$ cat src/rtl/fifo_pkg.sv
`default_nettype none
// ============================================================================
// Module   : fifo_pkg
// Purpose  : Shared pointer/count types, flag helpers and read-mode encoding
//            for the programmable FIFO.
// Revision : 1.0 - initial release
// ============================================================================
package fifo_pkg;

  // Pointers and counts are passed to the helpers zero-extended to 32 bits
  // so one function serves every DEPTH.
  typedef logic [31:0] ptr_t;
  typedef logic [31:0] cnt_t;

  // Read-mode selection derived from the FWFT parameter.
  typedef enum logic {
    FIFO_STD  = 1'b0,
    FIFO_FWFT = 1'b1
  } fifo_mode_e;

  // Empty when both pointers (wrap bit and address) match.
  function automatic logic is_empty(input ptr_t wr, input ptr_t rd);
    return (wr == rd);
  endfunction

  // Full when the addresses match but the wrap bits differ.
  // aw is the address width; the wrap bit sits at position aw.
  function automatic logic is_full(input ptr_t wr, input ptr_t rd, input int unsigned aw);
    ptr_t mask;
    mask = (ptr_t'(2) << aw) - ptr_t'(1);
    return (((wr ^ rd) & mask) == (ptr_t'(1) << aw));
  endfunction

endpackage
`default_nettype wire

$ cat src/rtl/fifo_ram_2p.sv
`default_nettype none
// ============================================================================
// Module   : fifo_ram_2p
// Purpose  : DEPTH x DATA_WIDTH register array with one synchronous write
//            port and one asynchronous read port. Contents are not reset.
// Revision : 1.0 - initial release
// ============================================================================
module fifo_ram_2p #(
  parameter int DATA_WIDTH = 16,
  parameter int DEPTH      = 16
) (
  input  logic                         clk,
  input  logic                         we,
  input  logic [$clog2(DEPTH)-1:0]     waddr,
  input  logic [DATA_WIDTH-1:0]        wdata,
  input  logic [$clog2(DEPTH)-1:0]     raddr,
  output logic [DATA_WIDTH-1:0]        rdata
);

  logic [DATA_WIDTH-1:0] mem [DEPTH];

  // Write port: store one word per accepted write.
  always_ff @(posedge clk) begin
    if (we) begin
      mem[waddr] <= wdata;
    end
  end

  assign rdata = mem[raddr];

endmodule
`default_nettype wire

$ cat src/rtl/fifo_mem_prog.sv
`default_nettype none
// ============================================================================
// Module   : fifo_mem_prog
// Purpose  : Single-clock FIFO with power-of-2 depth, programmable
//            almost-full/almost-empty thresholds, occupancy count, sticky
//            overflow/underflow flags and standard or FWFT read mode.
// Revision : 1.0 - initial release
// ============================================================================
module fifo_mem_prog
  import fifo_pkg::*;
#(
  parameter int DATA_WIDTH = 16,
  parameter int DEPTH      = 16,
  parameter int FWFT       = 0
) (
  input  logic                       clk_in,
  input  logic                       areset,
  input  logic                       trans_write,
  input  logic [DATA_WIDTH-1:0]      data_in,
  input  logic                       trans_read,
  output logic [DATA_WIDTH-1:0]      data_out,
  output logic                       data_valid,
  input  logic [$clog2(DEPTH):0]     afull_thresh,
  input  logic [$clog2(DEPTH):0]     aempty_thresh,
  input  logic                       err_clr,
  output logic [$clog2(DEPTH):0]     fill_count,
  output logic                       full_ind,
  output logic                       empty_ind,
  output logic                       afull_ind,
  output logic                       aempty_ind,
  output logic                       overflow_ind,
  output logic                       underflow_ind
);

  localparam int         ADDR_W = $clog2(DEPTH);
  localparam int         CNT_W  = ADDR_W + 1;
  localparam fifo_mode_e MODE   = (FWFT != 0) ? FIFO_FWFT : FIFO_STD;

  logic [CNT_W-1:0]      wr_ptr;
  logic [CNT_W-1:0]      rd_ptr;
  logic                  rd_acc;
  logic                  wr_acc;
  logic [DATA_WIDTH-1:0] ram_rdata;

  // Flags come only from registered pointers; trans_* never reach them
  // combinationally.
  assign fill_count = wr_ptr - rd_ptr;
  assign empty_ind  = is_empty(ptr_t'(wr_ptr), ptr_t'(rd_ptr));
  assign full_ind   = is_full(ptr_t'(wr_ptr), ptr_t'(rd_ptr), ADDR_W);
  assign afull_ind  = (fill_count >= afull_thresh);
  assign aempty_ind = (fill_count <= aempty_thresh);

  // A write into a full FIFO is still accepted when a read frees a slot in
  // the same cycle.
  assign rd_acc = trans_read & ~empty_ind;
  assign wr_acc = trans_write & (~full_ind | rd_acc);

  fifo_ram_2p #(
    .DATA_WIDTH (DATA_WIDTH),
    .DEPTH      (DEPTH)
  ) u_ram (
    .clk   (clk_in),
    .we    (wr_acc),
    .waddr (wr_ptr[ADDR_W-1:0]),
    .wdata (data_in),
    .raddr (rd_ptr[ADDR_W-1:0]),
    .rdata (ram_rdata)
  );

  // Pointer advance on accepted transfers; reset empties the FIFO at once.
  always_ff @(posedge clk_in or posedge areset) begin
    if (areset) begin
      wr_ptr <= '0;
      rd_ptr <= '0;
    end else begin
      if (wr_acc) wr_ptr <= wr_ptr + CNT_W'(1);
      if (rd_acc) rd_ptr <= rd_ptr + CNT_W'(1);
    end
  end

  // Sticky error flags; a new error in the same cycle as err_clr wins.
  always_ff @(posedge clk_in or posedge areset) begin
    if (areset) begin
      overflow_ind  <= 1'b0;
      underflow_ind <= 1'b0;
    end else begin
      if (trans_write & ~wr_acc) overflow_ind <= 1'b1;
      else if (err_clr)          overflow_ind <= 1'b0;
      if (trans_read & ~rd_acc)  underflow_ind <= 1'b1;
      else if (err_clr)          underflow_ind <= 1'b0;
    end
  end

  generate
    if (MODE == FIFO_FWFT) begin : g_fwft
      // Head word is presented directly from the array.
      assign data_out   = ram_rdata;
      assign data_valid = ~empty_ind;
    end else begin : g_std
      logic [DATA_WIDTH-1:0] out_q;
      logic                  valid_q;

      // Registered read: capture the head on a pop, valid pulses one cycle.
      always_ff @(posedge clk_in or posedge areset) begin
        if (areset) begin
          out_q   <= '0;
          valid_q <= 1'b0;
        end else begin
          valid_q <= rd_acc;
          if (rd_acc) out_q <= ram_rdata;
        end
      end

      assign data_out   = out_q;
      assign data_valid = valid_q;
    end
  endgenerate

endmodule
`default_nettype wire

$ cat config.mk
export PLATFORM = sky130hd
export DESIGN_NAME = fifo_mem_prog
export DESIGN_NICKNAME = d
export VERILOG_FILES = /design/src/rtl/fifo_pkg.sv /design/src/rtl/fifo_ram_2p.sv /design/src/rtl/fifo_mem_prog.sv
export SDC_FILE = /design/constraint.sdc
export NUM_CORES = 1
export LEC_CHECK = 0
export CAP_MARGIN = 40
export CELL_PAD_IN_SITES_DETAIL_PLACEMENT = 1
export CELL_PAD_IN_SITES_GLOBAL_PLACEMENT = 1
export CORE_AREA = 2 2 235 145
export CTS_BUF_LIST = sky130_fd_sc_hd__clkbuf_4 sky130_fd_sc_hd__clkbuf_8
export CTS_CLUSTER_DIAMETER = 50
export CTS_CLUSTER_SIZE = 14
export DETAILED_ROUTE_END_ITERATION = 7
export DIE_AREA = 0 0 237 147
export GPL_ROUTABILITY_DRIVEN = 1
export HOLD_SLACK_MARGIN = 0.1
export PLACE_DENSITY_LB_ADDON = 0.3
export SYNTH_ARGS = -nofsm -noshare
export SYNTH_HDL_FRONTEND = slang
export SYNTH_HIERARCHICAL = 1
export SYNTH_SLANG_ARGS = --single-unit
$ cat constraint.sdc
create_clock -name clk_in -period 4.5 [get_ports clk_in]
set_input_delay 0.45 -clock clk_in [delete_from_list [all_inputs] [get_ports clk_in]]
set_output_delay 0.45 -clock clk_in [all_outputs]
set_load 0.02 [all_outputs]
==> results of run 1 <==
[how the worst max path moves through the flow]
stage,start,to,cells past startpoint
after floorplan,wr_ptr[0],u_ram/mem[0][0],6
after global placement,wr_ptr[0],aempty_ind,12
after detailed placement,wr_ptr[0],aempty_ind,12
after CTS,wr_ptr[0],aempty_ind,12
after global routing,wr_ptr[0],aempty_ind,12
final,wr_ptr[0],aempty_ind,12
[metrics by stage]
| stage | cell area, sq um | std cells | hold slack [ns] |
|---|---|---|---|
| 3_5_place_dp | 12600 | 1040 | 0.499 |
| 5_1_grt | 13100 | 1085 | 0.303 |
| 2_1_floorplan | 11300 | 546 | 0.498 |
| 6_report | 13100 | 1085 | 0.278 |
| 3_3_place_gp | 12500 | 1036 | 0.482 |
| 4_1_cts | 13100 | 1085 | 0.260 |
[flip-flops by register name, indices dropped and copies added, names as in the netlist]
register	count
data_valid	1
data_out	16
rd_ptr	5
wr_ptr	5
overflow_ind	1
u_ram/mem	256
underflow_ind	1
[logic make-up (layout without fill, tap and decap cells)]
logic type | Yosys count | after routing | synth area share
simple gates | 59 | 59 | 0.0242
flops | 285 | 285 | 0.746
xor+xnor | 13 | 13 | 0.0101
buf+inv | 42 | 149 | 0.0186
compound gates | 48 | 48 | 0.0318
mux | 82 | 82 | 0.149
fa+ha+maj | 17 | 17 | 0.0195
[worst min-delay path, cell delays in order]
cell             delay [ns]
clkdlybuf4s50_1        0.39
inv_1                  0.05
buf_4                  0.40
[power by group through the flow]
stage / logic [mW] / registers (mW) / clock network [mW]
floorplan: 2.11 / 3.54 / 0
global placement: 3.26 / 3.47 / 0
detailed placement: 3.46 / 3.50 / 0
CTS: 3.47 / 3.44 / 1.63
global route: 3.66 / 3.48 / 1.73
finish: 3.39 / 3.43 / 1.57
[cell type report]
| class | instances | share of cell area |
|---|---|---|
| clock inverter | 4 | 0.00430 |
| timing repair buffer | 85 | 0.0651 |
| multi-input combinational | 219 | 0.205 |
| tap | 432 | 0.0413 |
| clock buffer | 41 | 0.0355 |
| inverter | 19 | 0.00545 |
| sequential | 285 | 0.644 |
[routing by layer]
layer	vias up	track usage	wire length, um
li1	2397	-	-
met1	2957	0.222	11500
met2	136	0.253	12500
met3	27	0.0278	1770
met4	0	0.0253	319
met5	-	0	0
[cells in the final DEF, fill, tap and decap left out, types with 3 or more instances in the layout]
master,instances
ha_1,16
xnor2_1,10
clkbuf_4,16
nand2b_1,3
mux2_2,17
inv_1,19
nor2_1,17
buf_4,23
mux4_1,10
buf_16,3
xor2_1,3
nand2_1,22
mux4_2,54
clkdlybuf4s50_1,58
dfrtp_1,27
edfxtp_1,256
nor3_2,4
a21o_1,3
clkbuf_8,25
a21oi_1,3
a22oi_1,32
nand4_1,3
==> results.ini, run 1 <==
[sta]
drv_slew = 0
worstMarginPinSlew_ns = 0.574
hold_viol = 0
layout_setup_ws_ns = 0.464
period_needed_ns = 4.04
setup_violations = 0
finalSetupTns_ns = 0
fmax_mhz = 248
rsz0062_at_grt = no
fin_crit_sh = 0.897
finClkSkew_ns = 0.0294
slew_headroom = 0.616

[floorplanning]
die-area_sq_um = 34800
core-area_sq_um = 32900
boundaryPins = 59
start_util = 0.343
die_x_um = 237
dieHeight_um = 147
num_rows = 52

[global_route]
grt_overflow = 0
grt_pass1_wl_um = 39500
antenna_found_initial = 0
track_usage = 0.155
grt_pass1_vias = 5972
grt_max_degree = 45

[logic_synthesis]
yosysSeqAreaShare = 0.746
synth_commonest_cells = edfxtp_1, mux4_2, a22oi_1
ys_ff_latch = 285
synth-main-ff-cell = edfxtp_1
yosysTopAreaCell = edfxtp_1
synth_cell_types = 38
synth.area.top_cells = edfxtp_1, mux4_2, dfrtp_1
synth_most_common_cell = edfxtp_1
synth_edf_count = 256
async_reset_ff_frac = 0.102
ys_warn_count = 6
syn-cell-area_sq_um = 11300
synth.avg_cell_area_sq_um = 20.6
synth_fp_nets = 594
syn_inst = 546
synth_top_area_frac = 0.682

[placement]
io_buffer_count = 58
dp_hpwl_um = 15200
dp_slack_ns = 1.07
place_congestion = 0.715

[clock_tree]
htree_levels = 1
post_cts_buffers = 0
cts_tree = done
cts_made_buffers = 25
clock_latency_ns = 0.57
cts.sinks = 285
cts_hold_buf = 0
cts_buffer_depth = 3
root_buffer = clkbuf_8
cts_resized = 0
clk_pin_slew_ns = 0.09

[pwr]
power.switching_mw = 2.83
internal_power_mw = 5.57
leakage_nw = 4.37
pwr-share-clk = 0.187
switching_share = 0.337
p_comb_frac = 0.404
fin_total_pwr_mw = 8.40
peakVddDrop_mv = 0.284
powerDensity_nw_per_um2 = 642
seq_power_share = 0.409

[layout]
fin_nets = 683
seqCellArea_sq_um = 8420
area_growth_pct = 16.0
postLayoutCoreUtil = 0.398
final_layout_size_suffix_gt1_frac = 0.237
multi_input_area_sq_um = 2680
insertedDiodeCount = 0
fill_cells = 3140

[worst_setup_path]
r2r_setup_slack_ns = 1.51
critical_path_class = flip-flop to output pin
max_stage_delay_ns = 0.63
cp_data_arrival_time_ns = 3.59
start_kind = flip-flop
crit_slowest_cell = clkdlybuf4s50_1
cp-end-kind = output pin
worst_ep_required_time_ns = 4.05
path_cells = inv_1 > ha_1 > inv_1 > fa_1 > a21o_1 > a21oi_1 > xnor2_1 > ha_1 > a211oi_1 > o21ai_0 > o211ai_1 > clkdlybuf4s50_1
reg2reg_from = wr_ptr[0]
r2r-end = u_ram/mem[2][1]
cp_top_family = buffers and inverters
reg2regPathDepth = 7
crit_fanout = 10
critical_path_buf_inv_count = 3

[routing]
drtIter0Drc = 322
vias = 5517
wl_per_cell_um = 24.0
dr.pass1.iters = 4
routed_via_density = 5.08
drc = 0
wl_um = 26100
postRouteAntennaNets = 0

[outcome]
status = completed

[job]
max-cap-violations = 0

[worst_hold_path]
hold_path.class = input port to async pin

Power figures use the tool's default switching activity.
==> run 2, diff against run 1 <==
- clock period: 4.5 -> 3.6 ns (I/O delays scaled with it)
==> run 2 against run 1 <==
Compared with the run above:
- clock power grew 31%
- die area is the same
- final cell count grew 0.46%
- global-route usage grew 0.24 points
- critical path depth shrank 2
- setup slack lost 0.29 ns
- largest power group unchanged
- sequential share of layout area shrank 0.10 points
- total power grew 26%
- count of clock-buffer cells in the layout is the same
- combinational power grew 24%
- critical endpoint is now afull_ind
==> results.ini, run 2 (synthesis results as in run 1) <==
[worst_hold_path]
hold_path.class = input port to async pin

[routing]
dr.pass1.iters = 4  ; unchanged
postRouteAntennaNets = 0  ; unchanged
wl_um = 26700  ; +2.2%
wl_per_cell_um = 24.5  ; +1.8%
routed_via_density = 5.04  ; -0.84%
drtIter0Drc = 452  ; +40%
vias = 5496  ; -0.38%
drc = 0  ; unchanged

[worst_setup_path]
max_stage_delay_ns = 0.42  ; -0.21 ns
worst_ep_required_time_ns = 3.24  ; -0.81 ns
critical_path_buf_inv_count = 3  ; unchanged
cp-end-kind = output pin
cp_data_arrival_time_ns = 3.07  ; -0.52 ns
critical_path_class = flip-flop to output pin
crit_fanout = 3  ; -7
path_cells = inv_1 > ha_1 > inv_1 > fa_1 > xor2_2 > ha_1 > a211oi_1 > o21bai_1 > a21o_1 > dlygate4sd2_1
start_kind = flip-flop
cp_top_family = adder cells
crit_slowest_cell = fa_1

[placement]
io_buffer_count = 58  ; unchanged
dp_hpwl_um = 15700  ; +3.5%
dpl.cell_count = 1041  ; +0.096%
place_congestion = 0.747  ; +4.5%
dp_slack_ns = 0.406  ; -0.662 ns

[pwr]
leakage_nw = 4.38  ; +0.18%
powerDensity_nw_per_um2 = 806  ; +26%
peakVddDrop_mv = 0.388  ; +37%
fin_total_pwr_mw = 10.6  ; +26%

[sta]
worstMarginPinSlew_ns = 0.848  ; +0.274 ns
setup_violations = 0  ; unchanged
fmax_mhz = 292
period_needed_ns = 3.43
layout_setup_ws_ns = 0.175  ; -0.290 ns
rsz0062_at_grt = no
hold_viol = 0  ; unchanged
slew_headroom = 0.435  ; -0.181
finalSetupTns_ns = 0  ; unchanged
finClkSkew_ns = 0.0142  ; -0.0153 ns
fin_crit_sh = 0.951
drv_slew = 0  ; unchanged

[floorplanning]
start_util = 0.343  ; unchanged
num_rows = 52  ; unchanged
dieHeight_um = 147  ; unchanged
die_x_um = 237  ; unchanged
core-area_sq_um = 32900  ; unchanged
die-area_sq_um = 34800  ; unchanged
boundaryPins = 59  ; unchanged

[layout]
fill_cells = 3164  ; +0.76%
final_layout_size_suffix_gt1_frac = 0.247  ; +0.00921
largest_reg_flops = 256  ; unchanged
final_common_cell = edfxtp_1
regMostFlops = u_ram/mem
finalNonFillerCells = 1090  ; +0.46%
layout_common_cells = edfxtp_1, clkdlybuf4s50_1, mux4_2
fin_nets = 685  ; +0.29%
area_growth_pct = 16.2

[clock_tree]
htree_levels = 1  ; unchanged
clock_latency_ns = 0.58  ; about the same
cts.sinks = 285  ; unchanged
clk_pin_slew_ns = 0.09  ; about the same
post_cts_buffers = 0  ; unchanged
cts_buffer_depth = 3  ; unchanged
cts_tree = done
cts_made_buffers = 26  ; +4.0%
cts_hold_buf = 0  ; unchanged
root_buffer = clkbuf_8

[global_route]
antenna_found_initial = 1  ; +1
track_usage = 0.157  ; +0.00237
grt_use_met1 = 0.232  ; +0.00923
grt_busiest_layer = met2
grt_pass1_wl_um = 40200  ; +1.8%
grt_use_met2 = 0.251  ; -0.00206
grt_max_degree = 44  ; -2.2%
grt_pass1_vias = 6098  ; +2.1%
grt_overflow = 0  ; unchanged
use_met3 = 0.0241  ; -0.00376

[job]
max-cap-violations = 0  ; unchanged

[outcome]
status = completed

-- run 2: area by class of cell --
| class | count | area (sq um) | area share |
|---|---|---|---|
| flip-flops and latches | 285 | 8420 | 0.643 |
| repair buffers | 86 | 822 | 0.0627 |
| clock buffers | 41 | 483 | 0.0369 |
| clock inverters | 7 | 72.6 | 0.00554 |
| inverters | 19 | 71.3 | 0.00544 |
| diodes | 1 | 2.50 | 0.000191 |
| well taps | 432 | 541 | 0.0413 |
| multi-input cells | 219 | 2690 | 0.205 |
-- run 2: path summary, 6_finish.rpt --
check,from,endpoint,slack [ns],cells past startpoint
worst min register to register,overflow_ind,overflow_ind,0.51,1
worst max-delay path,wr_ptr[0],afull_ind,0.17,10
worst max register to register,rd_ptr[0],data_out[6],0.53,6
min in group clk_in,err_clr,overflow_ind,0.44,3
worst min-delay path,areset,data_out[13],0.16,2
max in group asynchronous,areset,rd_ptr[1],2.80,3
-- run 2: routing by layer --
metal / wire length, um / up-vias
li1: - / 2400
met3: 1970 / 30
met5: 0 / -
met1: 12000 / 2933
met4: 380 / 0
met2: 12300 / 133
-- run 2: timing repair --
item                                   in CTS  in global routing
endpoints found under the hold margin       0                  0
setup endpoints to repair                   2                  1
gates cloned                                0                  0
gates resized for setup                     4                  5
pin swaps                                   0                  0
-- run 2: worst register-to-register path, stage by stage, from the launching register on --
cell,delay (ns)
dfrtp_4,0.42
buf_4,0.42
buf_4,0.76
mux4_1,0.71
a22oi_1,0.30
nand2_1,0.08
mux2_2,0.26
-- run 2: metrics by stage --
stage	area [sq um]	utilization	hold slack, ns
after floorplan	11300	-	0.438
after global placement	12500	0.380	0.478
after detailed placement	12500	0.381	0.486
after CTS	13100	0.399	0.162
after global routing	13100	0.399	0.168
final	13100	0.399	0.160
-- run 2: power breakdown --
group	total [mW]	leakage, nW	switching [mW]	internal [mW]
Sequential	4.29	2.66	0.214	4.08
Combinational	4.22	1.43	2.28	1.93
Clock	2.05	0.294	1.11	0.940
Total	10.6	4.38	3.61	6.95
